$ cat src/rtl/mac_stream_sched.sv
// Streams a stored J-word vector I times, pairing each beat with its row of mask bits,
// and waits for the downstream MAC to return a result between passes.
module mac_stream_sched #(
  parameter int unsigned J = 14,
  parameter int unsigned I = 7,
  parameter int unsigned A = 2,
  localparam int unsigned N  = I * J,
  localparam int unsigned AW = (N > 1) ? $clog2(N) : 1
) (
  input  logic          clk,
  input  logic          rst,
  input  logic [31:0]   vec_in,
  input  logic          vec_in_valid,
  input  logic          vec_in_last,
  input  logic          m_wr_en,
  input  logic [AW-1:0] m_wr_addr,
  input  logic [A-1:0]  m_wr_data,
  input  logic          start,
  input  logic          abort,
  input  logic          beta_tvalid,
  output logic [31:0]   vinput,
  output logic          vinput_tvalid,
  output logic          vinput_tlast,
  output logic [A-1:0]  M_row,
  output logic          M_row_tvalid,
  output logic          M_row_tlast,
  output logic          busy,
  output logic          done,
  output logic          vec_loaded
);

  localparam int unsigned KW = (J > 1) ? $clog2(J) : 1;
  localparam int unsigned PW = (I > 1) ? $clog2(I) : 1;
  localparam logic [KW-1:0] KLast = KW'(J - 1);
  localparam logic [PW-1:0] PLast = PW'(I - 1);

  typedef enum logic [1:0] {StIdle, StStream, StWait, StDone} state_e;

  state_e        state_q;
  logic [31:0]   vec_mem  [J];
  logic [A-1:0]  mask_mem [N];
  logic [KW-1:0] wptr_q, k_q, beat_k;
  logic [PW-1:0] pass_q, beat_p;
  logic [AW-1:0] beat_addr;
  logic          vec_loaded_q, drop_q;
  logic [31:0]   vinput_q;
  logic [A-1:0]  m_row_q;
  logic          tvalid_q, tlast_q;
  logic          vec_we, mask_we;

  // drop_q marks an overlong load: words after J-1 are discarded until vec_in_last.
  assign vec_we  = (state_q == StIdle) && vec_in_valid && !drop_q;
  assign mask_we = (state_q == StIdle) && m_wr_en && (32'(m_wr_addr) < N);

  always_ff @(posedge clk) begin
    if (vec_we) begin
      vec_mem[wptr_q] <= vec_in;
    end
    if (mask_we) begin
      mask_mem[m_wr_addr] <= m_wr_data;
    end
  end

  // Coordinates of the beat that would be issued on the next edge.
  always_comb begin
    beat_p = pass_q;
    beat_k = '0;
    case (state_q)
      StStream: beat_k = (k_q == KLast) ? k_q : k_q + 1'b1;
      StWait:   beat_p = (pass_q == PLast) ? pass_q : pass_q + 1'b1;
      default:  beat_p = '0;
    endcase
  end

  assign beat_addr = AW'(32'(beat_p) * J + 32'(beat_k));

  always_ff @(posedge clk or posedge rst) begin
    if (rst) begin
      state_q      <= StIdle;
      wptr_q       <= '0;
      k_q          <= '0;
      pass_q       <= '0;
      vec_loaded_q <= 1'b0;
      drop_q       <= 1'b0;
      vinput_q     <= '0;
      m_row_q      <= '0;
      tvalid_q     <= 1'b0;
      tlast_q      <= 1'b0;
    end else begin
      if (vec_we) begin
        if (wptr_q == '0) begin
          vec_loaded_q <= 1'b0;
        end
        if (wptr_q == KLast) begin
          vec_loaded_q <= 1'b1;
          wptr_q       <= '0;
          drop_q       <= !vec_in_last;
        end else if (vec_in_last) begin
          wptr_q <= '0;
        end else begin
          wptr_q <= wptr_q + 1'b1;
        end
      end else if ((state_q == StIdle) && vec_in_valid && vec_in_last) begin
        drop_q <= 1'b0;
      end

      if (abort) begin
        state_q  <= StIdle;
        tvalid_q <= 1'b0;
        tlast_q  <= 1'b0;
      end else begin
        case (state_q)
          StIdle: begin
            if (start && vec_loaded_q) begin
              state_q  <= StStream;
              pass_q   <= '0;
              k_q      <= '0;
              drop_q   <= 1'b0;
              vinput_q <= vec_mem[beat_k];
              m_row_q  <= mask_mem[beat_addr];
              tvalid_q <= 1'b1;
              tlast_q  <= (beat_k == KLast);
            end
          end
          StStream: begin
            if (k_q == KLast) begin
              state_q  <= StWait;
              tvalid_q <= 1'b0;
              tlast_q  <= 1'b0;
            end else begin
              k_q      <= beat_k;
              vinput_q <= vec_mem[beat_k];
              m_row_q  <= mask_mem[beat_addr];
              tvalid_q <= 1'b1;
              tlast_q  <= (beat_k == KLast);
            end
          end
          StWait: begin
            if (beta_tvalid) begin
              if (pass_q == PLast) begin
                state_q <= StDone;
              end else begin
                state_q  <= StStream;
                pass_q   <= beat_p;
                k_q      <= '0;
                vinput_q <= vec_mem[beat_k];
                m_row_q  <= mask_mem[beat_addr];
                tvalid_q <= 1'b1;
                tlast_q  <= (beat_k == KLast);
              end
            end
          end
          StDone:  state_q <= StIdle;
          default: state_q <= StIdle;
        endcase
      end
    end
  end

  assign vinput        = vinput_q;
  assign vinput_tvalid = tvalid_q;
  assign vinput_tlast  = tlast_q;
  assign M_row         = m_row_q;
  assign M_row_tvalid  = tvalid_q;
  assign M_row_tlast   = tlast_q;
  assign busy          = (state_q != StIdle);
  assign done          = (state_q == StDone);
  assign vec_loaded    = vec_loaded_q;

endmodule

$ cat config.mk
export PLATFORM = sky130hd
export DESIGN_NAME = mac_stream_sched
export DESIGN_NICKNAME = d
export VERILOG_FILES = /design/src/rtl/mac_stream_sched.sv
export SDC_FILE = /design/constraint.sdc
export NUM_CORES = 1
export LEC_CHECK = 0
export ABC_AREA = 1
export CORE_MARGIN = 1.5
export CORE_UTILIZATION = 25
export CTS_CLUSTER_SIZE = 25
export DETAILED_ROUTE_END_ITERATION = 10
export GPL_TIMING_DRIVEN = 0
export HOLD_SLACK_MARGIN = 0.12
export SLEW_MARGIN = 20
export SYNTH_ARGS = -nofsm -noshare
export SYNTH_HDL_FRONTEND = slang
export SYNTH_SLANG_ARGS = --single-unit
$ cat constraint.sdc
create_clock -name clk -period 4.5 [get_ports clk]
set_input_delay 1.125 -clock clk [delete_from_list [all_inputs] [get_ports clk]]
set_output_delay 1.125 -clock clk [all_outputs]
set_load 0.01 [all_outputs]
# After elaboration in Yosys (flattened, before gate mapping)

Memories as Yosys holds them, arrays and structs flattened.
Cells that the tools add are included.

Output and inout bits: 41
Word-level logic and storage cells: 109
Memory bits (read-only): 0
Memory bits (writable): 644
Flip-flop bits (word level): 51
Memories: 2
Latch bits: 0
Input port bits: 49

Equal/unequal tests: 15
Shifts and indexed selects: 0
Divide/modulo/power cells: 0
Add/sub/neg operators: 4
$mul: 1
Bitwise gates (word level): 1
Reduce and logical (&&, ||, !) cells: 20
Order comparisons: 1
Muxes and demuxes: 55

Memories:

| memory   | depth | bits a word | read ports | clocked after memory_dff | write ports | RTL line | source |
|---|---|---|---|---|---|---|---|
| vec_mem  | 14    | 32          | 1          | 0                        | 1           | 40       | `logic [31:0] vec_mem [J];` |
| mask_mem | 98    | 2           | 1          | 0                        | 1           | 41       | `logic [A-1:0] mask_mem [N];` |

Operators with widths:

| kind                                                                | number |
|---|---|
| 32-bit 2-to-1 mux                                                   | 4 |
| 32-bit one-hot mux with 3 select lines                              | 1 |
| 4-bit 2-to-1 mux                                                    | 8 |
| 1-bit 2-to-1 mux                                                    | 22 |
| 2-bit 2-to-1 mux                                                    | 9 |
| 4-bit equality test (second input constant)                         | 3 |
| 3-bit 2-to-1 mux                                                    | 4 |
| 3-bit one-hot mux with 2 select lines                               | 2 |
| 4-bit one-hot mux with 3 select lines                               | 1 |
| 3-bit inequality test (second input constant)                       | 3 |
| 4-bit by 1-bit adder with 4-bit output (second input constant)      | 2 |
| 2-bit one-hot mux with 4 select lines                               | 1 |
| 7-bit by 4-bit adder with 7-bit output                              | 1 |
| 7-bit less-than comparator (second input constant)                  | 1 |
| 1-bit logical AND                                                   | 6 |
| 3-bit by 3-bit multiplier with 6-bit output (second input constant) | 1 |
| 2-bit inequality test (second input constant)                       | 3 |
| 1-bit one-hot mux with 3 select lines                               | 2 |
| 2-bit one-hot mux with 3 select lines                               | 1 |
| 6-bit AND reduction                                                 | 1 |
| 2-bit nonzero test                                                  | 3 |
| 5-bit AND reduction                                                 | 1 |
| 2-bit equality test (second input constant)                         | 2 |
| 4-bit logical NOT                                                   | 1 |
| other kinds (13)                                                    | 14 |

# Longest topological paths before layout

An unclocked memory read counts as a cell.

Word-level depth: 9
Mapped depth: 22
Gate-level depth less buffers: 20

# Worst setup path after synthesis

Ideal clock, no wire load.

Path type: input port to flip-flop
From: in vec_in_valid
To: mem vec_mem[2][0] (enable)
Arrival: 3,922 ps
Setup time: 461 ps
Stages: 4
Setup slack: 116 ps
Required time: 4,039 ps
Path buffers: 0
Path through: nand2_1 -> nor2_1 -> inv_1 -> nor3_1

Cells in the longest elaborated chain, start to end: 4

RTL lines:

| element                                | RTL line | source |
|---|---|---|
| from (decl)                            | 13       | `input logic vec_in_valid,` |
| 1-bit logical AND (2 in series)        | 52       | `assign vec_we = (state_q == StIdle) && vec_in_valid && !drop_q;` |
| 1-bit 2-to-1 mux                       | 56       | `if (vec_we) begin` |
| 1-bit 2-to-1 mux (not written as such) | 57       | `vec_mem[wptr_q] <= vec_in;` |
| to (decl)                              | 40       |  |

Every way passes these cells.

# Worst setup path in the final report

From: reg k_q[0]
To: reg m_row_q[0], in the netlist M_row[0]

Cells in the longest elaborated chain, start to end: 8
Elaborated cells between the ends (all ways): 13
Those cells by class: 2 x add/sub; 2 x eq/ne; 7 x mux; 1 x reduce/logical; 1 x memory

RTL lines:

| element                                                                       | RTL line | source |
|---|---|---|
| from (decl)                                                                   | 42       | `logic [KW-1:0] wptr_q, k_q, beat_k;` |
| from (signal assigned)                                                        | 131      | `k_q <= beat_k;` |
| 4-bit by 1-bit adder with 4-bit output or 4-bit equality test (tied branches) | 69, 126  |  |
| 4-bit 2-to-1 mux                                                              | 69       | `StStream: beat_k = (k_q == KLast) ? k_q : k_q + 1'b1;` |
| 4-bit 2-to-1 mux                                                              | 68       | `case (state_q)` |
| 7-bit by 4-bit adder with 7-bit output                                        | 75       | `assign beat_addr = AW'(32'(beat_p) * J + 32'(beat_k));` |
| memory read 98 x 2 bit                                                        | n/a      |  |
| 2-bit 2-to-1 mux                                                              | 140      | `if (pass_q == PLast) begin` |
| 2-bit 2-to-1 mux                                                              | 139      | `if (beta_tvalid) begin` |
| 2-bit one-hot mux with 3 select lines                                         | 112      | `case (state_q)` |
| to (signal assigned)                                                          | 120      | `m_row_q <= mask_mem[beat_addr];` |
| to (signal assigned)                                                          | 133      | `m_row_q <= mask_mem[beat_addr];` |
| to (signal assigned)                                                          | 147      | `m_row_q <= mask_mem[beat_addr];` |
| to (decl)                                                                     | 47       | `logic [A-1:0] m_row_q;` |

Several ways; a longest one is shown, not always the timed one. The select of a mux whose other input is x is not followed.
A chain may end at the register's enable or synchronous reset.

==> flow_metrics.env <==
export IMPL_ir_worst_vdd_uv=290
export IMPL_r2r_end="M_row[0]"
export IMPL_r2r_slack_ns=0.14
export IMPL_die_h_um=344
export IMPL_place_gp_congestion=0.863
export IMPL_hold_viol=0
export IMPL_via_count=20200
export IMPL_startpoint="k_q[0]"
export IMPL_port_buffers=87
export IMPL_finalCriticalPeriod_ns=4.36
export IMPL_io_pins=90
export IMPL_clk_pin_slew_worst_paths_ns=0.06
export IMPL_ff2ff_path_depth=15
export IMPL_die_x_um=344
export IMPL_cp_depth=15
export IMPL_multi_input_area_um2=7140
export IMPL_cts_sinks=695
export IMPL_num_fill_cells=11600
export IMPL_leakage_nw=12.3
export IMPL_yosysWarnings=0
export IMPL_dp_slack_ns=-0.856
export IMPL_setup_tns_final_ns=0
export IMPL_finalCritPeriodShare_pct=96.8
export IMPL_fp_coreArea_um2=115000
export IMPL_cts_hold_buf=0
export IMPL_crit_type="reg2reg"
export IMPL_tightest_slew_ns=1.14
export IMPL_cp_top_family="simple AND/OR/NAND/NOR gates"
export IMPL_cts_buffers=67
export IMPL_crit_chain="ha_1, nand2_1, nor2_4, o21ai_1, buf_2, fa_2, inv_2, buf_2, nand3_1, nand3_1, nand3_1, nand3_1, nand3_1, nand2_1, nand2_1"
export IMPL_cp_end_kind="flop"
export IMPL_cts_root_buf="clkbuf_16"
export IMPL_hp_class="reg2reg"
export IMPL_grt_use_total_pct=14.4
export IMPL_slew_violations=0
export IMPL_total_power_w=0.0210
export IMPL_crit_buf_inv=3
export IMPL_skew_ns=0.0250
export IMPL_synth_area_per_cell_um2=11.6
export IMPL_crit_end="M_row[0]"
export IMPL_slowest_stage="fa_2"
export IMPL_ys_types=38
export IMPL_synth_seq_cells=695
export IMPL_placedInstanceArea_um2=32400
export IMPL_nets=2767
export IMPL_rsz0062_at_grt="false"
export IMPL_wl_per_cell_um=20.4
export IMPL_grt_max_degree=70
export IMPL_crit_top_cell="nand3_1"
export IMPL_cpPeakStageDelay_ns=0.68
export IMPL_critPathRequiredTime_ns=4.99
export IMPL_cts_buffer_depth=3
export IMPL_syn_nets=2580
export IMPL_drt_first_iter_violations=2176
export IMPL_rows=124
export IMPL_drtPass1Iterations=6
export IMPL_arrival_ns=4.85
export IMPL_gr_total_overflow=0
export IMPL_crit_fanout=19
export IMPL_cts_tree="yes"
export IMPL_cp_start_kind="flop"
export IMPL_fin_area_um2=34800
export IMPL_clock_latency_ns=0.63
export IMPL_rr_startpoint="k_q[0]"
export IMPL_yosysSeqAreaShare_pct=70.9
export IMPL_fmax_ghz=0.230
export IMPL_grt_pass1_wl_mm=126
export IMPL_hold_start="vinput[9]"
export IMPL_antenna_left=0
export IMPL_design_die_area_um2=118000
export IMPL_powerDensity_nw_per_um2=603
export IMPL_status="finished, final reports clean"
export IMPL_syn_inst=2507
export IMPL_antenna_found_initial=9
export IMPL_wirelength_mm=87.1
export IMPL_drive_gt1_share_pct=9.83
export IMPL_viasPerCell=4.73
export IMPL_drc=0
export IMPL_slew_headroom_pct=24.3
export IMPL_drv_cap=0
export IMPL_setup_slack_ns=0.144
export IMPL_areaGrowthSynthToFinish_pct=19.7
export IMPL_grt_pass1_vias=19300
export IMPL_initial_utilization_pct=25.3
export IMPL_setup_violations=0
export IMPL_netlist_area_um2=29100
export IMPL_dp_hpwl_mm=58.5
export IMPL_h_tree_depth=3
export IMPL_seq_area_um2=20600
## tightest hold or removal path, stage by stage (launching register included)
cell and delay (ns):
dfrtp_1 0.35, nand2_1 0.05, nand3_1 0.07
## cell usage after synthesis (all sizes together)
master / instances / area share, %
o211ai: 16 / 0.41
o22ai: 47 / 1.0
dfrtp: 51 / 4.4
buf: 88 / 1.9
edfxtp: 644 / 67
nand3: 243 / 4.2
fa: 4 / 0.28
nand4: 10 / 0.22
nor3: 14 / 0.28
a22oi: 1 / 0.026
ha: 20 / 0.86
a21oi: 13 / 0.22
o221ai: 41 / 1.2
clkbuf: 58 / 0.76
a221oi: 1 / 0.030
nor2: 384 / 5.0
clkinv: 1 / 0.013
xor2: 5 / 0.15
nor4: 1 / 0.022
o41ai: 1 / 0.030
a31oi: 1 / 0.022
o32ai: 1 / 0.030
inv: 195 / 2.5
o21ai: 274 / 4.7
nand2: 390 / 5.1
or2: 1 / 0.022
xnor2: 2 / 0.060
## worst min-delay path by stage
stage | cells past startpoint | end
after floorplan | 2 | M_row[0]
after global placement | 2 | M_row[0]
after detailed placement | 2 | vinput[8]
after CTS | 2 | vinput[22]
after global routing | 2 | vinput[2]
final | 2 | vinput[9]
## what timing repair did
item / in CTS / in global routing
hold endpoints to repair: 0 / 0
setup endpoints to repair: 2 / 2
pin swaps: 0 / 3
gates resized for setup: 14 / 13
buffers inserted: 0 / 3
## cells in the final DEF (no fill, tap or decap), drive strengths merged, types with 4 or more instances in the layout
master	synthesis	layout
a21oi	13	13
nor2	384	384
inv	195	197
dfrtp	51	51
fa	4	4
nand4	10	10
o221ai	41	41
o211ai	16	16
edfxtp	644	644
clkbuf	58	148
ha	20	20
nand3	243	243
nor3	14	14
clkinv	1	23
xor2	5	5
clkdlybuf4s50	0	85
nand2	390	390
buf	88	122
o21ai	274	274
bufinv	0	5
o22ai	47	47
## layer usage
layer / wire length, µm / global-route usage [%] / vias up
li1: - / - / 9155
met1: 35200 / 18.5 / 9913
met2: 41700 / 23.8 / 921
met3: 7590 / 3.11 / 159
met4: 2450 / 5.11 / 14
met5: 75 / 0 / -
## power breakdown
group          internal [W]  switching, W  leakage (nW)
registers           0.00747      0.000224          6.44
clock network       0.00335       0.00250          1.12
logic               0.00224       0.00520          4.70
## kinds of logic (layout without fill, tap and decap cells)
logic type / after synthesis / count (layout) / share of synthesized area, %
compound gates: 396 / 396 / 7.74
xor+xnor: 7 / 7 / 0.211
fa+ha+maj: 24 / 24 / 1.14
buf+inv: 342 / 582 / 5.16
flops: 695 / 695 / 70.9
other cells: 0 / 2 / 0
simple gates: 1043 / 1043 / 14.8
## sequential cells by signal (all words and copies together) (netlist names), 2 cells and up
register and cells:
state_q 2, k_q 4, vec_mem 448, M_row 2, mask_mem 196, vinput 32, wptr_q 4, pass_q 3
## final cells by class
type / count / area share (%)
Multi-Input combinational cell: 1470 / 20.5
Antenna cell: 2 / 0.0144
Inverter: 196 / 2.14
Clock inverter: 31 / 0.996
Tap cell: 1512 / 5.44
Sequential cell: 695 / 59.2
Clock buffer: 91 / 5.58
Buffer: 143 / 2.20
Timing Repair Buffer: 121 / 3.89
## through the flow
| stage | utilization [%] | std cells | hold WS [ns] |
|---|---|---|---|
| floorplan | - | 2507 | 0.515 |
| global placement | 27.7 | 4106 | 0.474 |
| detailed placement | 28.2 | 4137 | 0.481 |
| CTS | 30.2 | 4257 | 0.505 |
| global route | 30.3 | 4261 | 0.540 |
| finish | 30.3 | 4261 | 0.501 |
No activity file was read; power rests on OpenSTA's default activity.
